[src/rtl/boson_pkg.sv]
// Shared timing defaults, FSM state type and small helpers for the Boson video-port model.
package boson_pkg;

  localparam int CNT_W = 10;
  localparam int CMP_W = CNT_W + 1;

  localparam int DEF_H_ACTIVE = 640;
  localparam int DEF_H_FP     = 16;
  localparam int DEF_H_SYNC   = 8;
  localparam int DEF_H_BP     = 16;
  localparam int DEF_V_ACTIVE = 512;
  localparam int DEF_V_FP     = 2;
  localparam int DEF_V_SYNC   = 2;
  localparam int DEF_V_BP     = 4;
  localparam int DEF_H_TOTAL  = DEF_H_ACTIVE + DEF_H_FP + DEF_H_SYNC + DEF_H_BP;
  localparam int DEF_V_TOTAL  = DEF_V_ACTIVE + DEF_V_FP + DEF_V_SYNC + DEF_V_BP;

  typedef enum logic {
    IDLE = 1'b0,
    RUN  = 1'b1
  } state_t;

  // One extra bit so window limits equal to 1024 still compare correctly.
  function automatic logic in_window(input logic [CMP_W-1:0] x,
                                     input logic [CMP_W-1:0] lo,
                                     input logic [CMP_W-1:0] hi);
    return (x >= lo) && (x < hi);
  endfunction

  function automatic logic [15:0] pattern_word(input logic [CNT_W-1:0] h,
                                               input logic [CNT_W-1:0] v,
                                               input logic [15:0]      fc);
    return 16'(h) + 16'(v) + fc;
  endfunction

endpackage

[src/rtl/boson_timing_gen.sv]
// Horizontal/vertical raster counters with wrap and end-of-frame strobe.
module boson_timing_gen
  import boson_pkg::*;
#(
  parameter int H_TOTAL = DEF_H_TOTAL,
  parameter int V_TOTAL = DEF_V_TOTAL
) (
  input  logic             clk,
  input  logic             reset,
  input  logic             adv,
  output logic [CNT_W-1:0] h,
  output logic [CNT_W-1:0] v,
  output logic             eof
);

  localparam logic [CNT_W-1:0] H_LAST = CNT_W'(H_TOTAL - 1);
  localparam logic [CNT_W-1:0] V_LAST = CNT_W'(V_TOTAL - 1);

  logic h_last;
  logic v_last;

  assign h_last = (h == H_LAST);
  assign v_last = (v == V_LAST);
  assign eof    = h_last && v_last;

  always_ff @(posedge clk) begin
    if (!reset) begin
      h <= '0;
      v <= '0;
    end else if (adv) begin
      if (h_last) begin
        h <= '0;
        v <= v_last ? '0 : v + 1'b1;
      end else begin
        h <= h + 1'b1;
      end
    end
  end

endmodule

[src/rtl/boson_camera.sv]
// Boson parallel video-port model: IDLE/RUN control, frame counter and registered raster outputs.
module boson_camera
  import boson_pkg::*;
#(
  parameter int H_ACTIVE = DEF_H_ACTIVE,
  parameter int H_FP     = DEF_H_FP,
  parameter int H_SYNC   = DEF_H_SYNC,
  parameter int H_BP     = DEF_H_BP,
  parameter int V_ACTIVE = DEF_V_ACTIVE,
  parameter int V_FP     = DEF_V_FP,
  parameter int V_SYNC   = DEF_V_SYNC,
  parameter int V_BP     = DEF_V_BP
) (
  input  logic        clk,
  input  logic        reset,
  input  logic        en,
  output logic        cam_valid,
  output logic        cam_hsync,
  output logic        cam_vsync,
  output logic [15:0] cam_data,
  output logic [15:0] frame_cnt
);

  localparam int H_TOTAL = H_ACTIVE + H_FP + H_SYNC + H_BP;
  localparam int V_TOTAL = V_ACTIVE + V_FP + V_SYNC + V_BP;

  localparam logic [CMP_W-1:0] ZERO_L = '0;
  localparam logic [CMP_W-1:0] HA_L   = CMP_W'(H_ACTIVE);
  localparam logic [CMP_W-1:0] HS_LO  = CMP_W'(H_ACTIVE + H_FP);
  localparam logic [CMP_W-1:0] HS_HI  = CMP_W'(H_ACTIVE + H_FP + H_SYNC);
  localparam logic [CMP_W-1:0] VA_L   = CMP_W'(V_ACTIVE);
  localparam logic [CMP_W-1:0] VS_LO  = CMP_W'(V_ACTIVE + V_FP);
  localparam logic [CMP_W-1:0] VS_HI  = CMP_W'(V_ACTIVE + V_FP + V_SYNC);

  state_t           state;
  state_t           state_nxt;
  logic             active_p0;
  logic [CNT_W-1:0] h_p0;
  logic [CNT_W-1:0] v_p0;
  logic             eof_p0;
  logic             vld_p0;
  logic             hsync_p0;
  logic             vsync_p0;

  boson_timing_gen #(
    .H_TOTAL(H_TOTAL),
    .V_TOTAL(V_TOTAL)
  ) u_timing (
    .clk  (clk),
    .reset(reset),
    .adv  (active_p0),
    .h    (h_p0),
    .v    (v_p0),
    .eof  (eof_p0)
  );

  always_ff @(posedge clk) begin
    if (!reset) state <= IDLE;
    else        state <= state_nxt;
  end

  // The IDLE edge that sees en already emits pixel (0,0), so it counts as active.
  always_comb begin
    state_nxt = state;
    active_p0 = 1'b0;
    case (state)
      IDLE: begin
        active_p0 = en;
        if (en) state_nxt = RUN;
      end
      RUN: begin
        active_p0 = 1'b1;
        if (eof_p0 && !en) state_nxt = IDLE;
      end
      default: state_nxt = IDLE;
    endcase
  end

  assign vld_p0   = active_p0 && in_window({1'b0, h_p0}, ZERO_L, HA_L)
                              && in_window({1'b0, v_p0}, ZERO_L, VA_L);
  assign hsync_p0 = active_p0 && in_window({1'b0, h_p0}, HS_LO, HS_HI);
  assign vsync_p0 = active_p0 && in_window({1'b0, v_p0}, VS_LO, VS_HI);

  // Stage p0 -> registered outputs (1-clock latency from counter value)
  always_ff @(posedge clk) begin
    if (!reset) begin
      frame_cnt <= '0;
      cam_valid <= 1'b0;
      cam_hsync <= 1'b0;
      cam_vsync <= 1'b0;
      cam_data  <= '0;
    end else begin
      if (active_p0 && eof_p0) frame_cnt <= frame_cnt + 16'd1;
      cam_valid <= vld_p0;
      cam_hsync <= hsync_p0;
      cam_vsync <= vsync_p0;
      cam_data  <= vld_p0 ? pattern_word(h_p0, v_p0, frame_cnt) : 16'h0000;
    end
  end

endmodule

[config.mk]
export PLATFORM = sky130hd
export DESIGN_NAME = boson_camera
export DESIGN_NICKNAME = d
export VERILOG_FILES = /design/src/rtl/boson_pkg.sv /design/src/rtl/boson_timing_gen.sv /design/src/rtl/boson_camera.sv
export SDC_FILE = /design/constraint.sdc
export NUM_CORES = 1
export LEC_CHECK = 0
export ABC_AREA = 1
export CAP_MARGIN = 25
export CORE_ASPECT_RATIO = 0.7
export CORE_MARGIN = 4
export CORE_UTILIZATION = 49
export DETAILED_ROUTE_END_ITERATION = 6
export PLACE_DENSITY = 0.83
export RECOVER_POWER = 100
export SLEW_MARGIN = 15
export SYNTH_ARGS = -nofsm -noshare
export SYNTH_HDL_FRONTEND = slang
export SYNTH_HIERARCHICAL = 1
export SYNTH_SLANG_ARGS = --single-unit
[constraint.sdc]
create_clock -name clk -period 2.2 [get_ports clk]
set_input_delay 0.22 -clock clk [delete_from_list [all_inputs] [get_ports clk]]
set_output_delay 0.22 -clock clk [all_outputs]
set_load 0.02 [all_outputs]
After elaboration in Yosys (flattened, before gate mapping). Cells that the tools add are included.

Bitwise gates (word level): 1. Mux-type cells: 6. Magnitude comparators: 6. Reduce and logical (&&, ||, !) cells: 12. Add/subtract/negate cells: 5. Equal/unequal tests: 2.

Operator list (count): 10-bit < comparator, second input constant (4); 10-bit by 1-bit adder with 10-bit output, second input constant (2); 10-bit equality test, second input constant (2); 10-bit >= comparator, second input constant (2); 10-bit 2-to-1 mux (2); 11-bit by 16-bit adder with 16-bit output (1); 16-bit by 1-bit adder with 16-bit output, second input constant (1); 10-bit by 10-bit adder with 11-bit output (1); 1-bit logical AND (9); 1-bit one-hot mux with 2 select lines (2); 2-bit AND reduction (2); 1-bit 2-to-1 mux (2); 1-bit zero test (1); 1-bit inverter (1).

Bits in registers: 56. Word-level logic and storage cells: 40.

Logic depth before layout (Yosys ltp). Gate-level depths: netlist of the first run.

Word-level depth: 5. Mapped depth: 15.

Modules after synthesis. The synthesis of the first run kept the hierarchy.

Modules (own cells, without submodules): boson_camera (area each 2401.1 um^2, sequential area each 720.7 um^2, times used 1, cells an instance 348); boson_timing_gen (area each 1172.4 um^2, sequential area each 400.4 um^2, times used 1, cells an instance 176).

Worst setup path after synthesis of the first run. Ideal clock, no wire load.

Path type: register to register. Start: reg frame_cnt[0]. End: reg cam_data[13]. Stages on the path, launching flop included: 15. Slack: -0.122 ns. Arrival: 2.209 ns. Buffers on the path: 0. Setup time: 0.113 ns. Cell sequence: dfxtp_1 > inv_1 > fa_1 > inv_1 > ha_1 > inv_1 > fa_1 > inv_1 > nand3_1 > nand2_1 > nand3_1 > nand3_1 > nand2_1 > nand2_1 > nor2_1.

Cells in the longest elaborated chain, start to end: 1.

RTL lines: from (decl) (line boson_camera.sv:21) `output logic [15:0] frame_cnt`; from (signal assigned) (line boson_camera.sv:93) `if (active_p0 && eof_p0) frame_cnt <= frame_cnt + 16'd1;`; 11-bit by 16-bit adder with 16-bit output (line boson_pkg.sv:33) `return 16'(h) + 16'(v) + fc;`; to (signal assigned) (line boson_camera.sv:97) `cam_data <= vld_p0 ? pattern_word(h_p0, v_p0, frame_cnt) : 16'h0000;`; to (decl) (line boson_camera.sv:20) `output logic [15:0] cam_data,`.

Every way passes these cells. A chain may end at the register's enable or synchronous reset.

Worst setup path in the final report of the first run.
Start: reg frame_cnt[1]. End: reg cam_data[5].

Same word-level chain as after synthesis.

==> summary.txt, run 1 <==
Floorplanning
  • Horizontal die dimension: around 110 microns
  • Core footprint: 6910 sq um
  • Boundary Pins: 38
  • Die area: 8750 sq um
  • Die boundary height: between 70 and 80 microns
  • Count of standard-cell rows: 25
  • Initial cell density of the core: 0.517

Worst setup path
  • Startpoint type of the worst setup path: flop
  • Arrival time at the worst endpoint: 2.39 ns
  • CP Data Required Time: 2.41 ns
  • Critical Path Fanout Max: 4
  • Worst setup path category: reg -> reg
  • Number of cells on the worst reg-to-reg path: 10
  • Element type at the critical path end: flop

Place
  • PortBufs: 37
  • Worst setup slack after placement: ~0.022 ns
  • Cell total after placement: 683
  • Global placer's final weighted congestion: 0.967
  • Cell area reported after detailed placement: 4270 sq um
  • Half-perimeter wire length of the detailed placement result: a little over 7000 microns

Drt
  • Routed WL per cell: 13.7 microns
  • Antenna-violating nets left: 0
  • Number of remaining DRC errors: 0
  • Iteration-0 DRC count of the detailed router: ~250
  • Number of vias per cell after detailed routing: 5.10
  • Final wirelength: 9460 microns
  • Number of optimization iterations in the first detailed-route pass: 5
  • Detailed-route via count: approximately 3500

Synth
  • Cell area after synthesis: 3570 sq um
  • Top cells by area, synth: dfxtp_1, nand2_1, inv_1, nor2_1, fa_1
  • Share of synthesized area occupied by flip-flops and latches: 0.314
  • Async set-or-reset flop fraction in the synthesized netlist: 0
  • Main flop type after synthesis: dfxtp_1
  • Number of register bits inferred by synthesis: between 50 and 60
  • Yosys warning count: 6
  • Number of flops mapped to enable cells by yosys: 0
  • Post-Synthesis Mean Instance Area: 6.82 sq um
  • Cell type with the largest total area after synthesis: dfxtp_1
  • Number of standard cells after synthesis: 524
  • Portion of synthesized cell area occupied by the leading cell type: 0.314
  • Post-synth cell types: 37
  • Mapped Nets: 551

Global route
  • Initial antenna violation count: 0
  • Via count of the first global-routing pass: between 3000 and 4000
  • Met3 track demand over resource: 0.0622
  • GRT Total Usage: 0.224
  • Global route total overflow: 0
  • Global-route wire length before repair: ~15000 microns
  • Busiest layer in global routing: met2
  • Met1 Use GR: 0.320
  • Pin count of the biggest net entering global routing: 22
  • Fraction of met2 tracks used by global routing: 0.332

Clocking
  • # clock sinks: between 50 and 60
  • Post-cts hold buffer count: 0
  • Clock latency of the later-clocked register in the worst-skew pair: 0.32 ns
  • Number of clock buffers inserted by TritonCTS: 5
  • Clock slew at reported path FFs: between 0.1 and 0.15 ns
  • TritonCTS clock tree: yes
  • Clock tree root buffer cell: clkbuf_8
  • Clk buf depth: 2
  • Total number of H-tree levels: 2

Hold path
  • Worst hold stages: 2
  • Class of the worst hold path: reg -> reg

Timing
  • Final-report setup violation count: 0
  • Fraction of the cycle the final worst path needs: 0.992
  • Setup repair after global routing missed its margin: yes
  • Worst slew margin relative to its limit: 0.731
  • Final clock skew: 0.00968 ns
  • Count of final hold-check violations: 0
  • Min setup slack post-route: around 0.018 ns
  • Worst Max-Slew Pin Slew: 0.403 ns
  • Max Fclk: 0.458 GHz
  • Fin. max-slew vios: 0
  • Post-layout minimum cycle time: 2.18 ns
  • Total negative slack for setup checks: 0 ns

Pwr
  • Worst ir drop on vdd: 0.271 mV
  • Power Dens Cells: 414 nW/um^2
  • Cell leakage power: 2.08 nW

Layout
  • Total non-filler cell area in the finished layout: approximately 4500 sq um
  • Area Growth Syn to Fin: 24.8%
  • Final #Nets: 624
  • Proportion of layout cells with a drive suffix above 1: 0.187
  • Antenna cells: 0
  • Fin cells: 692

Job
  • # Max-Cap Violations: 0

Status
  • Run status: completed
[layout by cell type, fill, tap and decap left out, types with 3 or more instances in the layout]
| cell type | n |
|---|---|
| dfxtp_1 | 47 |
| dfxtp_2 | 7 |
| nor2_2 | 10 |
| nand4_1 | 5 |
| clkdlybuf4s50_1 | 36 |
| xnor2_1 | 4 |
| buf_4 | 34 |
| nand2_4 | 3 |
| nand3_2 | 11 |
| nor3_2 | 3 |
| xor2_1 | 3 |
| nor2_1 | 77 |
| nor2_4 | 4 |
| ha_1 | 10 |
| ha_2 | 3 |
| nand3_1 | 29 |
| nor3_1 | 7 |
| fa_1 | 9 |
| a21oi_1 | 21 |
| o21ai_1 | 4 |
| inv_2 | 9 |
| nand2_1 | 146 |
| o21ai_0 | 6 |
| nand2_2 | 6 |
| inv_1 | 76 |
| clkbuf_8 | 6 |
[per-layer routing]
layer / up-vias / wire, microns
met5: - / 0
met4: 0 / 135
met3: 20 / 931
met2: 170 / 4120
met1: 1572 / 4270
li1: 1766 / -
[kinds of logic (layout without fill, tap and decap cells)]
kind of cell	after synthesis	count (layout)	synth area share
adder cells (fa/ha/maj)	24	24	0.107
buffers and inverters	91	165	0.103
XOR/XNOR	7	7	0.0172
AND/OR/NAND/NOR	310	310	0.405
AO/OA/AOI/OAI	36	36	0.0539
flip-flops	56	56	0.314
[report_power, final]
group	switching [mW]	total [mW]	leakage [nW]	internal [mW]
Sequential	0.00475	1.02	0.457	1.02
Combinational	0.0643	0.0986	1.56	0.0343
Clock	0.349	0.722	0.0614	0.373
Total	0.418	1.85	2.08	1.43
[worst paths after layout]
check                           slack [ns]          start            end
worst max-delay path                  0.02   frame_cnt[1]    cam_data[5]
worst min-delay path                  0.50  u_timing/v[0]  u_timing/v[0]
worst max register to register        0.02   frame_cnt[1]    cam_data[5]
worst min register to register        0.50  u_timing/v[0]  u_timing/v[0]
[flip-flops by register name (all words and copies together), names as in the netlist]
register and count:
cam_data 16, cam_hsync 1, cam_valid 1, cam_vsync 1
frame_cnt 16, state 1, u_timing/h 10, u_timing/v 10
[critical path, stage by stage (launching register included)]
cell     delay [ns]
dfxtp_2        0.35
fa_1           0.54
ha_2           0.18
inv_2          0.04
fa_2           0.36
inv_2          0.10
nand3_2        0.08
nand2_2        0.10
buf_4          0.11
xnor2_1        0.13
nor2_1         0.07
[through the flow]
step | hold slack (ns) | total power [mW] | utilization
finish | 0.502 | 1.85 | 0.645
global route | 0.534 | 1.91 | 0.645
CTS | 0.515 | 1.85 | 0.636
detailed placement | 0.498 | 1.15 | 0.618
global placement | 0.489 | 1.14 | 0.618
floorplan | 0.346 | 1.11 | -
[cell usage after synthesis, types with 4 or more instances]
cell       n
nand4_1    5
inv_2      7
nor3_1     8
o21ai_0    6
fa_1      11
nor2_4     4
dfxtp_1   56
nand3_2    7
o21ai_1    4
ha_1      13
xnor2_1    4
nor2_2     9
nand3_1   33
inv_1     78
nor2_1    78
a21oi_1   22
nand2_1  147
nand2_2    5
[area by class of cell]
class,instances,area [sq um]
inverters,86,325
clock inverters,2,38.8
well taps,94,118
flip-flops and latches,56,1140
clock buffers,6,82.6
multi-input cells,377,2130
repair buffers,71,626
fillers,577,2450
[timing repair]
item / CTS / global route
endpoints found under the setup margin: 4 / 20
setup buffers: 0 / 1
cloned: 0 / 0
endpoints found under the hold margin: 0 / 0
gates resized for setup: 2 / 21
pin swaps: 0 / 7
No activity file was read; power rests on OpenSTA's default activity.
==> inputs of run 2 (changes only) <==
--- a/config.mk
+++ b/config.mk
@@ -11,7 +11,8 @@
 export CORE_MARGIN = 4
 export CORE_UTILIZATION = 49
 export DETAILED_ROUTE_END_ITERATION = 6
-export PLACE_DENSITY = 0.83
+export GPL_TIMING_DRIVEN = 0
+export PLACE_DENSITY = 0.73
 export RECOVER_POWER = 100
 export SLEW_MARGIN = 15
 export SYNTH_ARGS = -nofsm -noshare
==> run 2 against run 1 <==
Against the previous run: design area fell by 2.7%; core utilization down 1.7 points; wire length decreased by 8.8%; non-clock buffer count is 20 lower; clock skew hardly changed; clock power is 18% lower; register-to-register slack got worse by 0.02 ns; cell count decreased by 2.9%; combinational power is 17% lower; sequential power about the same; critical endpoint is now cam_data[13]; largest cell class unchanged.
==> summary.txt, run 2 (same netlist as run 1, synthesis figures left out) <==
Timing
  • Fraction of the cycle the final worst path needs: 0.999
  • Max Fclk: about 0.45 GHz
  • Worst hold-check slack: between 0.5 and 0.6 ns
  • Count of final hold-check violations: 0
  • Fin. max-slew vios: 0
  • Final clock skew: 0.00941 ns
  • Worst Max-Slew Pin Slew: approximately 0.54 ns
  • Min setup slack post-route: 0.00139 ns
  • Final-report setup violation count: 0
  • Worst slew margin relative to its limit: 0.641
  • Setup repair after global routing missed its margin: yes
  • Post-layout minimum cycle time: 2.20 ns

Hold path
  • Launch instance of the worst min-delay path: u_timing/v[0]
  • Class of the worst hold path: reg -> reg
  • Worst hold stages: 2
  • Endpoint of the worst hold path: u_timing/v[0]

Clocking
  • TritonCTS clock tree: yes
  • Total number of H-tree levels: 2
  • Clock latency of the later-clocked register in the worst-skew pair: 0.31 ns
  • Clk buf depth: 2
  • Clock slew at reported path FFs: 0.10 ns
  • Post-cts hold buffer count: 0
  • # clock sinks: 56
  • Number of clock buffers inserted by TritonCTS: 5
  • Clock tree root buffer cell: clkbuf_8

Layout
  • Most common library cell in the layout ignoring fill and taps: nand2_1
  • Antenna cells: 0
  • Final #Nets: 604
  • Proportion of layout cells with a drive suffix above 1: 0.185
  • Top flop regs: cam_data: 16 flops, frame_cnt: 16 flops
  • Sequential cell area: ~1200 sq um
  • Area used by multi-input combinational logic: between 2000 and 2500 sq um
  • Fillers: 619
  • Area Growth Syn to Fin: 21.5%
  • Commonest cells after routing, fill and taps aside: nand2_1, nor2_1, inv_1, dlygate4sd3_1

Worst setup path
  • Startpoint type of the worst setup path: flop
  • Critical Path Slowest Stage Cell: fa_1
  • Critical R2R Capture: cam_data[13]
  • Reg2reg start: u_timing/v[1]
  • Arrival time at the worst endpoint: approximately 2.4 ns
  • Critical Path Fanout Max: 5
  • CP cell instances: fa_1 > ha_4 > inv_2 > fa_2 > inv_2 > nand3_2 > nand2_2 > nand3_2 > nand3_2 > nand2_1 > nand2_1 > nor2_1
  • Element type at the critical path end: flop
  • CP Data Required Time: 2.40 ns
  • FF-to-FF setup slack: roughly 0.0014 ns
  • Most common cell on crit path: nand3_2
  • Number of cells on the worst reg-to-reg path: 12
  • Slowest Stage Delay on Critical Path: 0.58 ns
  • Worst setup path category: reg -> reg

Drt
  • Number of optimization iterations in the first detailed-route pass: 5
  • Detailed-route via count: ~3400
  • Final wirelength: ~8600 microns
  • Routed WL per cell: ~13 microns
  • Number of remaining DRC errors: 0
  • Number of vias per cell after detailed routing: 5.01
  • Iteration-0 DRC count of the detailed router: between 150 and 200
  • Antenna-violating nets left: 0

Floorplanning
  • Die area: 8750 sq um
  • Count of standard-cell rows: 25
  • Horizontal die dimension: 110 microns
  • Boundary Pins: 38
  • Die boundary height: about 79 microns
  • Core footprint: 6910 sq um
  • Initial cell density of the core: 0.517

Global route
  • Global route total overflow: 0
  • Initial antenna violation count: 0
  • Pin count of the biggest net entering global routing: 17
  • Via count of the first global-routing pass: ~3000
  • Global-route wire length before repair: 14200 microns
  • GRT Total Usage: 0.206

Pwr
  • Total Power: 1.70 mW
  • Power Dens Cells: a little under 400 nW/um^2
  • Worst ir drop on vdd: 0.337 mV
  • Cell leakage power: 2.08 nW

Place
  • Global placer's final weighted congestion: a little over 0.9
  • Worst setup slack after placement: -0.250 ns
  • PortBufs: 37
  • Half-perimeter wire length of the detailed placement result: 6610 microns

Job
  • # Max-Cap Violations: 0

Status
  • Run status: completed
[run 2: cell count changes in the layout (fill, tap and decap cells not counted), moves of 3 or more]
| cell | previous run | this run |
|---|---|---|
| dfxtp_1 | 47 | 27 |
| nor2_2 | 10 | 7 |
| buf_4 | 34 | 10 |
| buf_6 | 0 | 3 |
| dfxtp_4 | 2 | 5 |
| dlygate4sd3_1 | 1 | 36 |
| clkdlybuf4s50_1 | 36 | 1 |
| dfxtp_2 | 7 | 24 |
[run 2: layout make-up]
type / count / area share
Multi-Input combinational cell: 377 / 0.496
Sequential cell: 56 / 0.270
Timing Repair Buffer: 46 / 0.101
Inverter: 86 / 0.0749
Tap cell: 94 / 0.0271
Clock buffer: 7 / 0.0199
Buffer: 5 / 0.0104
Clock inverter: 1 / 0.00173
[run 2: worst max path at each step]
stage	startpoint	end	slack, ns
final	u_timing/v[1]	cam_data[13]	0.001
after global routing	u_timing/v[1]	cam_data[13]	-0.11
after CTS	frame_cnt[1]	cam_data[13]	-0.003
after detailed placement	u_timing/h[0]	cam_data[13]	-0.25
after global placement	u_timing/h[0]	cam_data[13]	-0.17
after floorplan	frame_cnt[2]	cam_data[13]	0.03
[run 2: routing by layer]
metal / track usage / vias to the layer above / part of all wire
met4: 0.0386 / 0 / 0.0046
met3: 0.0428 / 4 / 0.085
met5: 0 / - / 0
met1: 0.309 / 1513 / 0.49
li1: - / 1723 / -
met2: 0.304 / 125 / 0.42
[run 2: stage by stage]
stage / util / setup TNS, ns / cell area [sq um] / instances
6_report: 0.628 / 0 / 4340 / 672
3_3_place_gp: 0.588 / -0.409 / 4070 / 655
2_1_floorplan: - / 0 / 3580 / 524
4_1_cts: 0.610 / -0.00306 / 4210 / 667
3_5_place_dp: 0.588 / -0.752 / 4070 / 655
5_1_grt: 0.628 / -0.385 / 4340 / 672
[run 2: report_power, final]
part	leakage [nW]	total (mW)	switching, mW	internal (mW)
registers	0.468	1.03	0.0103	1.02
clock network	0.0445	0.589	0.332	0.257
logic	1.56	0.0822	0.0538	0.0284
[run 2: what timing repair did]
action	4_1_cts	5_1_grt
pin swaps	1	11
setup buffers	4	5
gates resized for setup	13	45
endpoints found under the setup margin	6	21
[run 2: critical path, delay by kind of cell (launching register included)]
kind          cells  cell delay (ns)
fa+ha+maj         3             1.09
simple gates      7             0.49
flops             1             0.38
buf+inv           2             0.14
